<file path="config.mk">
export PLATFORM = sky130hd
export DESIGN_NAME = rca_seq_add_ctrl_flat
export DESIGN_NICKNAME = d
export VERILOG_FILES = /design/src/rtl/rca_seq_add_ctrl_pkg.sv /design/src/rtl/rca_seq_add_ctrl_if.sv /design/src/rtl/rca_seq_add_ctrl_rca_16_bit.sv /design/src/rtl/rca_seq_add_ctrl.sv /design/src/flat_wrapper.sv
export SDC_FILE = /design/constraint.sdc
export NUM_CORES = 1
export LEC_CHECK = 0
export BUFFER_PORTS_ARGS = -buffer_cell sky130_fd_sc_hd__clkbuf_2
export CAP_MARGIN = 20
export CELL_PAD_IN_SITES_DETAIL_PLACEMENT = 1
export CELL_PAD_IN_SITES_GLOBAL_PLACEMENT = 2
export CORE_MARGIN = 5
export CORE_UTILIZATION = 37
export CTS_BUF_LIST = sky130_fd_sc_hd__clkbuf_2
export CTS_CLUSTER_SIZE = 30
export DETAILED_ROUTE_END_ITERATION = 10
export MAX_ROUTING_LAYER = met4
export PLACE_DENSITY = 0.85
export SYNTH_ARGS = -nofsm -noshare
export SYNTH_HDL_FRONTEND = slang
export SYNTH_SLANG_ARGS = --single-unit
</file>
<file path="constraint.sdc">
create_clock -name clk -period 13.41 [get_ports clk]
set_clock_uncertainty 0.15 [all_clocks]
set_input_delay 2.0115 -clock clk [delete_from_list [all_inputs] [get_ports clk]]
set_output_delay 2.0115 -clock clk [all_outputs]
set_load 0.005 [all_outputs]
</file>
<file path="src/rtl/rca_seq_add_ctrl_pkg.sv">
// Shared constants and FSM encoding for the multi-precision add/subtract sequencer.
package rca_seq_add_ctrl_pkg;

    // Width of one datapath word (the ripple-carry adder width).
    localparam int RCA_W = 16;

    // Sequencer states.
    typedef enum logic [1:0] {
        ST_IDLE = 2'd0,
        ST_RUN  = 2'd1,
        ST_DONE = 2'd2
    } state_t;

endpackage

</file>
<file path="src/rtl/rca_seq_add_ctrl_if.sv">
// Request/result bundle between the requesting unit and the sequencer.
interface rca_seq_add_ctrl_if
    import rca_seq_add_ctrl_pkg::*;
#(
    parameter int N_WORDS = 4
) ();

    logic                       start;
    logic                       sub;
    logic [RCA_W*N_WORDS-1:0]   a;
    logic [RCA_W*N_WORDS-1:0]   b;
    logic                       busy;
    logic                       done;
    logic [RCA_W*N_WORDS-1:0]   sum;
    logic                       c_out;
    logic                       ovf;

    // Requesting unit side.
    modport master (
        output start, sub, a, b,
        input  busy, done, sum, c_out, ovf
    );

    // Sequencer side.
    modport slave (
        input  start, sub, a, b,
        output busy, done, sum, c_out, ovf
    );

endinterface

</file>
<file path="src/rtl/rca_seq_add_ctrl_rca_16_bit.sv">
// 16-bit ripple-carry adder: the single combinational datapath of the sequencer.
module rca_seq_add_ctrl_rca_16_bit
    import rca_seq_add_ctrl_pkg::*;
(
    input  logic [RCA_W-1:0] i_a,
    input  logic [RCA_W-1:0] i_b,
    input  logic             i_cin,
    output logic [RCA_W-1:0] o_sum,
    output logic             o_cout
);

    // Bit-serial full-adder chain, carry propagated LSB to MSB.
    always_comb begin
        logic w_carry;
        o_sum   = '0;
        w_carry = i_cin;
        for (int i = 0; i < RCA_W; i++) begin
            o_sum[i] = i_a[i] ^ i_b[i] ^ w_carry;
            w_carry  = (i_a[i] & i_b[i]) | (w_carry & (i_a[i] ^ i_b[i]));
        end
        o_cout = w_carry;
    end

endmodule

</file>
<file path="src/rtl/rca_seq_add_ctrl.sv">
// Multi-precision add/subtract sequencer: one 16-bit adder processes the
// operands one word per cycle, least-significant word first, with the
// inter-word carry held in a register.
module rca_seq_add_ctrl
    import rca_seq_add_ctrl_pkg::*;
#(
    parameter int N_WORDS = 4
) (
    input  logic                 clk,
    input  logic                 rst,
    rca_seq_add_ctrl_if.slave    bus
);

    localparam int IDX_W = $clog2(N_WORDS);

    state_t                          r_state;
    state_t                          w_state_next;

    logic [N_WORDS-1:0][RCA_W-1:0]   r_a_q;
    logic [N_WORDS-1:0][RCA_W-1:0]   r_b_q;
    logic                            r_carry_q;
    logic [IDX_W-1:0]                r_idx;
    logic                            r_c_out;
    logic                            r_ovf;
    logic [N_WORDS-1:0][RCA_W-1:0]   w_sum_all;

    logic                            w_accept;
    logic                            w_run;
    logic                            w_last;
    logic                            w_busy;
    logic                            w_done;
    logic [RCA_W-1:0]                w_a_word;
    logic [RCA_W-1:0]                w_b_word;
    logic [RCA_W-1:0]                w_sum_word;
    logic                            w_cout;

    // A new request is taken whenever no operation is in flight.
    assign w_accept = bus.start && (r_state != ST_RUN);
    assign w_run    = (r_state == ST_RUN);
    assign w_last   = w_run && (r_idx == IDX_W'(N_WORDS - 1));

    // Word-select mux feeding the adder.
    assign w_a_word = r_a_q[r_idx];
    assign w_b_word = r_b_q[r_idx];

    rca_seq_add_ctrl_rca_16_bit u_rca_16_bit (
        .i_a    (w_a_word),
        .i_b    (w_b_word),
        .i_cin  (r_carry_q),
        .o_sum  (w_sum_word),
        .o_cout (w_cout)
    );

    // State register.
    always_ff @(posedge clk) begin
        if (rst) begin
            r_state <= ST_IDLE;
        end else begin
            r_state <= w_state_next;
        end
    end

    // Next-state logic: RUN lasts exactly N_WORDS cycles, DONE lasts one.
    always_comb begin
        w_state_next = r_state;
        case (r_state)
            ST_IDLE: if (bus.start) w_state_next = ST_RUN;
            ST_RUN:  if (w_last)    w_state_next = ST_DONE;
            ST_DONE: w_state_next = bus.start ? ST_RUN : ST_IDLE;
            default: w_state_next = ST_IDLE;
        endcase
    end

    // Handshake outputs decoded from the state register only.
    always_comb begin
        w_busy = (r_state == ST_RUN);
        w_done = (r_state == ST_DONE);
    end

    // Operand capture, carry/index stepping and final flags.
    // Subtraction is a + ~b + 1: b is inverted on capture and the +1
    // enters as the initial carry.
    always_ff @(posedge clk) begin
        if (rst) begin
            r_a_q     <= '0;
            r_b_q     <= '0;
            r_carry_q <= 1'b0;
            r_idx     <= '0;
            r_c_out   <= 1'b0;
            r_ovf     <= 1'b0;
        end else if (w_accept) begin
            r_a_q     <= bus.a;
            r_b_q     <= bus.sub ? ~bus.b : bus.b;
            r_carry_q <= bus.sub;
            r_idx     <= '0;
            r_c_out   <= 1'b0;
            r_ovf     <= 1'b0;
        end else if (w_run) begin
            r_carry_q <= w_cout;
            if (w_last) begin
                // Hold idx on the last word so it never wraps.
                r_c_out <= w_cout;
                r_ovf   <= (r_a_q[N_WORDS-1][RCA_W-1] == r_b_q[N_WORDS-1][RCA_W-1]) &&
                           (w_sum_word[RCA_W-1] != r_a_q[N_WORDS-1][RCA_W-1]);
            end else begin
                r_idx <= r_idx + 1'b1;
            end
        end
    end

    // One result register per word, written when its index is processed.
    for (genvar gi = 0; gi < N_WORDS; gi++) begin : g_sum_word
        logic [RCA_W-1:0] r_word;

        // Cleared on reset and on a new request; loaded on its own RUN cycle.
        always_ff @(posedge clk) begin
            if (rst || w_accept) begin
                r_word <= '0;
            end else if (w_run && (r_idx == IDX_W'(gi))) begin
                r_word <= w_sum_word;
            end
        end

        assign w_sum_all[gi] = r_word;
    end

    assign bus.busy  = w_busy;
    assign bus.done  = w_done;
    assign bus.sum   = w_sum_all;
    assign bus.c_out = r_c_out;
    assign bus.ovf   = r_ovf;

endmodule

</file>
<file path="src/flat_wrapper.sv">
// flat-port wrapper written by rule: the top's interface ports become plain ports
module rca_seq_add_ctrl_flat import rca_seq_add_ctrl_pkg::*;
#(
    parameter int N_WORDS = 4
)
  (clk, rst, bus_start, bus_sub, bus_a, bus_b, bus_busy, bus_done, bus_sum, bus_c_out, bus_ovf);
  rca_seq_add_ctrl_if #(.N_WORDS(N_WORDS)) bus_i ();
  input  logic clk;
  input  logic rst;
  input wire logic [$bits(bus_i.start)-1:0] bus_start;
  input wire logic [$bits(bus_i.sub)-1:0] bus_sub;
  input wire logic [$bits(bus_i.a)-1:0] bus_a;
  input wire logic [$bits(bus_i.b)-1:0] bus_b;
  output wire logic [$bits(bus_i.busy)-1:0] bus_busy;
  output wire logic [$bits(bus_i.done)-1:0] bus_done;
  output wire logic [$bits(bus_i.sum)-1:0] bus_sum;
  output wire logic [$bits(bus_i.c_out)-1:0] bus_c_out;
  output wire logic [$bits(bus_i.ovf)-1:0] bus_ovf;
  assign bus_i.start = bus_start;
  assign bus_i.sub = bus_sub;
  assign bus_i.a = bus_a;
  assign bus_i.b = bus_b;
  assign bus_busy = bus_i.busy;
  assign bus_done = bus_i.done;
  assign bus_sum = bus_i.sum;
  assign bus_c_out = bus_i.c_out;
  assign bus_ovf = bus_i.ovf;
  rca_seq_add_ctrl #(.N_WORDS(N_WORDS)) u_core (.clk(clk), .rst(rst), .bus(bus_i));
endmodule
</file>
# == Yosys cells after proc, flatten, opt, wreduce, memory -nomap -nowiden ==
# Index checks and enable logic that the tools add are counted.
# op_classes
add_sub_neg,1
magnitude_cmp,1
eq_ne,10
muxes,11
n_bitwise,82
reduce_logical,14
# op_table
operator,n
16-bit binary-select mux with 2-bit select,2
64-bit two-way mux,1
64-bit NOT,1
1-bit bitwise AND,32
16-bit two-way mux,2
1-bit XOR,32
1-bit OR,16
2-bit == test (second input constant),3
1-bit logical AND,6
2-bit case mux with 3 select lines,1
2-bit AND reduction,3
2-bit by 1-bit == test with 1-bit output (second input constant),2
2-bit zero test,2
2-bit two-way mux,2
2-bit inequality test (second input constant),2
2-bit by 3-bit < comparator with 1-bit output (second input constant),1
1-bit two-way mux,3
2-bit by 1-bit adder with 2-bit output (second input constant),1
2-bit by 1-bit inequality test with 1-bit output (second input constant),1
2-bit nonzero test,1
2-bit OR reduction,1
1-bit == test,1
1-bit logical OR,1
1-bit inequality test,1
1-bit NOT,1
# word_totals
regBits,199
in_bits,132
output_inout_bits,68

# == Logic depth before layout (Yosys ltp) ==
# logic_depth
ltp_word,37
ltp_mapped,24

# == By module ==
# A second synthesis with hierarchy kept.
# hier_totals
hier_cells,975
hier_area_um2,9052.4
# by_module_without_submodules
module,instances,cells_per_inst,area_each_um2
rca_seq_add_ctrl,1,949,8694.6
rca_seq_add_ctrl_rca_16_bit,1,26,357.8

# == Worst setup path before layout ==
# Ideal clock, no wire load.
# synth_path
path_type,register -> register
start,register u_core.r_idx[0]
end,"register u_core.r_ovf, in the netlist u_core.bus.ovf"
arrival_ps,7950
slack_ps,5219
path_stages_with_launch,25
path_buffers,2
period_less_slack_ps,8191
cell_sequence,dfxtp_1 > buf_2 > buf_4 > mux4_2 > fa_1 > fa_1 > fa_1 > fa_1 > fa_1 > fa_1 > fa_1 > fa_1 > fa_1 > fa_1 > fa_1 > fa_1 > fa_1 > inv_1 > fa_1 > inv_1 > fa_1 > inv_1 > fa_1 > or3_1 > a311oi_1
# synth_between
elab_chain_len,36
word_cells_on_any_way,71
# synth_rtl
item,line,source
"start, declared",rca_seq_add_ctrl.sv:22,logic [IDX_W-1:0] r_idx;
"start signal, assigned",rca_seq_add_ctrl.sv:106,r_idx <= r_idx + 1'b1;
"16-bit binary-select mux with 2-bit select, on equally long branches","rca_seq_add_ctrl.sv:43, rca_seq_add_ctrl.sv:44",
"16-bit two-way mux, on equally long branches","rca_seq_add_ctrl.sv:43, rca_seq_add_ctrl.sv:44",
1-bit XOR,rca_seq_add_ctrl_rca_16_bit.sv:19,w_carry = (i_a[i] & i_b[i]) | (w_carry & (i_a[i] ^ i_b[i]));
1-bit bitwise AND,rca_seq_add_ctrl_rca_16_bit.sv:19,
1-bit OR,rca_seq_add_ctrl_rca_16_bit.sv:19,
1-bit bitwise AND,rca_seq_add_ctrl_rca_16_bit.sv:19,
1-bit OR,rca_seq_add_ctrl_rca_16_bit.sv:19,
1-bit bitwise AND,rca_seq_add_ctrl_rca_16_bit.sv:19,
(+20 left out),--,
1-bit OR,rca_seq_add_ctrl_rca_16_bit.sv:19,
1-bit bitwise AND,rca_seq_add_ctrl_rca_16_bit.sv:19,
1-bit OR,rca_seq_add_ctrl_rca_16_bit.sv:19,
1-bit bitwise AND,rca_seq_add_ctrl_rca_16_bit.sv:19,
1-bit OR,rca_seq_add_ctrl_rca_16_bit.sv:19,
1-bit XOR,rca_seq_add_ctrl_rca_16_bit.sv:18,o_sum[i] = i_a[i] ^ i_b[i] ^ w_carry;
1-bit inequality test,rca_seq_add_ctrl.sv:104,(w_sum_word[RCA_W-1] != r_a_q[N_WORDS-1][RCA_W-1]);
1-bit logical AND,rca_seq_add_ctrl.sv:103,r_ovf <= (r_a_q[N_WORDS-1][RCA_W-1] == r_b_q[N_WORDS-1][RCA_W-1]) &&
"end signal, assigned",rca_seq_add_ctrl.sv:103,
"end, declared",rca_seq_add_ctrl.sv:24,logic r_ovf;
# Several ways; a longest one is shown, not always the timed one. The select of a mux whose other input is x is not followed.
# A chain may end at the register's enable or synchronous reset.

# == Final worst setup path ==
# layout_path
start,register u_core.r_idx[1]
end,"register u_core.r_ovf, in the netlist u_core.bus.ovf"
# Same word-level chain as after synthesis.

==> results.md <==
* Share of the synthesized area in the top cell type at 43.9%
* Root Buffer: clkbuf_2
* PostCTS Resize Cnt at 0
* Maximum vdd drop at 0.0000446 V
* Pwr/cell area at 112 nW/um^2
* Tmin final at 8.74 ns
* FFs w/ async S/R, synth at 0%
* RePlAce Congestion at 0.806
* Vias at 7500
* Final WL at 28300 um
* Global-route usage over all layers at 20.4%
* Slowest stage delay, CP at 0.95 ns
* Worst path cell trace: mux4_2, fa_1, fa_1, fa_1, fa_1, fa_1, fa_1, fa_1, fa_1, fa_1, fa_1, fa_1, fa_1, fa_1, inv_1, fa_1, inv_1, fa_1, inv_1, fa_1, or3_1, a311oi_1
* Crit-path max FO at 36
* Largest family of logic cells by synthesized area: compound AO/OA/AOI/OAI gates
* Die area at 27700 um^2
* Starting DRT DRC Count at 544
* Cells after DPL at 1391
* Startpoint types: register
* Hold Path Class: reg2reg
* Post-synth top cells: dfxtp_1, a21oi_1, nand2_1, a211oi_1
* Total CTS buffers at 17
* DR pass1 iterations at 4
* Layout cells sized above 1 at 27.0%
* Die Wd at 167 um
* Final setup vio count at 0
* Maxcap violations at 0
* Core Area at 24200 um^2
* Max-slew violations at 0
* Grt ovf at 0
* Critical Path End Type: register
* Yosys reg bits at 199
* Adder-cell share of the synthesized area at 4.08%
* Simple-gate portion of the synthesized area at 10.1%
* DR WL/cell at 19.9 um
* Setup bufs post-CTS at 0
* First-pass GRT wire length at 43700 um
* Buffers plus inverters on the worst setup path at 3
* Status: finished, final reports clean
* Top FF cell, synth: dfxtp_1
* Syn nets at 1114
* Post-synthesis sequential area ratio at 43.9%
* Post-route insts no fill at 1424
* CTS tree: yes
* Post-place setup slack at 4.67 ns
* Die Ht at 167 um
* Mux share of post-synthesis cell area at 7.95%
* Worst-path clk slew at 0.28 ns
* Ports at 200
* PortBufs at 199
* Achievable frequency at 114 MHz
* CTS Buffer Depth at 2
* RSZ-0062 raised after global routing: false
* Worst skew pair latency at 0.80 ns
* WS Path Type: reg2reg
* Post-synth cell types at 30
* Synth Area in Compound Gates at 21.1%
* Top post-synthesis cells by area: dfxtp_1, a21oi_1, mux4_2, xnor2_1, a211oi_1
* Starting density of the core at 37.4%
* Antenna-violating nets left at 0
* Syn_area_per_cell at 9.43 um^2
* CP required at 14.00 ns
* Rel. slew slack at 33.2%
* Most used cell, CP: fa_1
* Largest net degree at the start of global routing at 85
* Cell family with most CP delay: adder cells
* Post-DP HPWL at 20400 um
* Leakage at 3.74 nW
* Synth area leader: dfxtp_1
* Critical Path AT at 9.33 ns
* TNS Setup at 0 ns
* Post-synth EDFFs at 0
* Worst-margin pin slew at 1.00 ns
* HP Start: u_core.g_sum_word[0].r_word[9]
* Slowest-stage cell, CP: dfxtp_2
* Hold-fix buffers, CTS at 0
* Hold Vio Cnt, Final at 0
* Crit path from: u_core.r_idx[1]
* Num Clock Sinks at 199
* Initial antenna violation count at 1
* Post-Syn Area at 9070 um^2
* Reg2reg start: u_core.r_idx[1]
* Filler cells at 2914
* Synth Warn # at 0
* Final Worst Setup Slack at 4.67 ns
* Syn-to-layout area delta at 12.6%
* DRC errors left at 0
* Synth Area in XOR/XNOR at 6.28%
* Vias in the first global route at 7575
* Routed vias/inst at 5.27
* Site row count at 57
* Count leader, synth: dfxtp_1
* Htree depth at 4
* Pwr Total at 1.14 mW
* Synth Instances at 962
* Layout net count at 1238
* Tcrit/Tclk final at 65.2%
[area by class of cell]
type / count / area (um^2) / area share [%]
Clock buffer: 18 / 90.1 / 0.883
Tap cell: 324 / 405 / 3.97
Clock inverter: 14 / 128 / 1.25
Inverter: 12 / 47.5 / 0.466
Multi-Input combinational cell: 650 / 4490 / 44.0
Sequential cell: 199 / 3990 / 39.1
Antenna cell: 1 / 2.50 / 0.0245
Timing Repair Buffer: 206 / 1060 / 10.3
[metrics by stage]
step | util [%] | area, um^2 | hold WS (ns)
global route | 42.1 | 10200 | 0.354
detailed placement | 41.2 | 9990 | 0.298
finish | 42.1 | 10200 | 0.322
global placement | 41.2 | 9990 | 0.293
CTS | 42.1 | 10200 | 0.326
floorplan | - | 9070 | 0.301
[where the power goes]
group / internal (mW) / total (mW) / switching (mW)
Clock: 0.0695 / 0.281 / 0.212
Sequential: 0.626 / 0.651 / 0.0247
Combinational: 0.0848 / 0.211 / 0.126
[final timing paths]
path / to / slack (ns) / depth (start not counted)
worst min-delay path: u_core.g_sum_word[0].r_word[9] / 0.32 / 2
worst max-delay path: u_core.bus.ovf / 4.67 / 22
worst max register to register: u_core.bus.ovf / 4.67 / 22
worst min register to register: u_core.g_sum_word[0].r_word[9] / 0.32 / 2
[routing by layer]
layer	routed length (um)	part of all wire, %	vias to the layer above	GRT usage [%]
met4	528	1.9	0	5.66
met5	0	0	-	-
met1	13500	48	3634	28.6
met3	1310	4.6	27	3.20
met2	13000	46	196	31.0
li1	-	-	3643	-
[tightest hold or removal path, cell delays in order (launching register included)]
cell     delay, ns
dfxtp_1       0.37
nand2_1       0.05
a21oi_1       0.05
[registers in the layout, indices dropped and copies added, names as in the netlist]
| signal | flops |
|---|---|
| u_core.r_state | 2 |
| u_core.bus.ovf | 1 |
| u_core.r_b_q | 64 |
| u_core.r_idx | 2 |
| u_core.g_sum_word.r_word | 64 |
| u_core.r_a_q | 64 |
| u_core.r_carry_q | 1 |
| u_core.bus.c_out | 1 |
[kinds of logic after synthesis]
logic type | count (synthesis)
compound gates | 328
xor+xnor | 65
fa+ha+maj | 20
buf+inv | 113
flops | 199
mux | 32
simple gates | 205
[placed cells by master (no fill, tap or decap), types with 2 or more instances in the layout]
cell type and instances:
nand3_1 65, dfxtp_1 197, buf_4 10, and3b_1 4, nand3b_1 4, fa_1 16
mux4_2 32, clkinvlp_4 2, nor2b_1 2, inv_1 10, clkinv_2 3, o21ai_1 2
a21oi_2 20, a211oi_1 75, xnor2_1 65, nor2_1 13, clkinv_4 5, clkbuf_2 214
a21oi_1 166, o21ai_0 63, nand2_1 113, dfxtp_2 2, ha_1 4
Power figures use the tool's default switching activity.
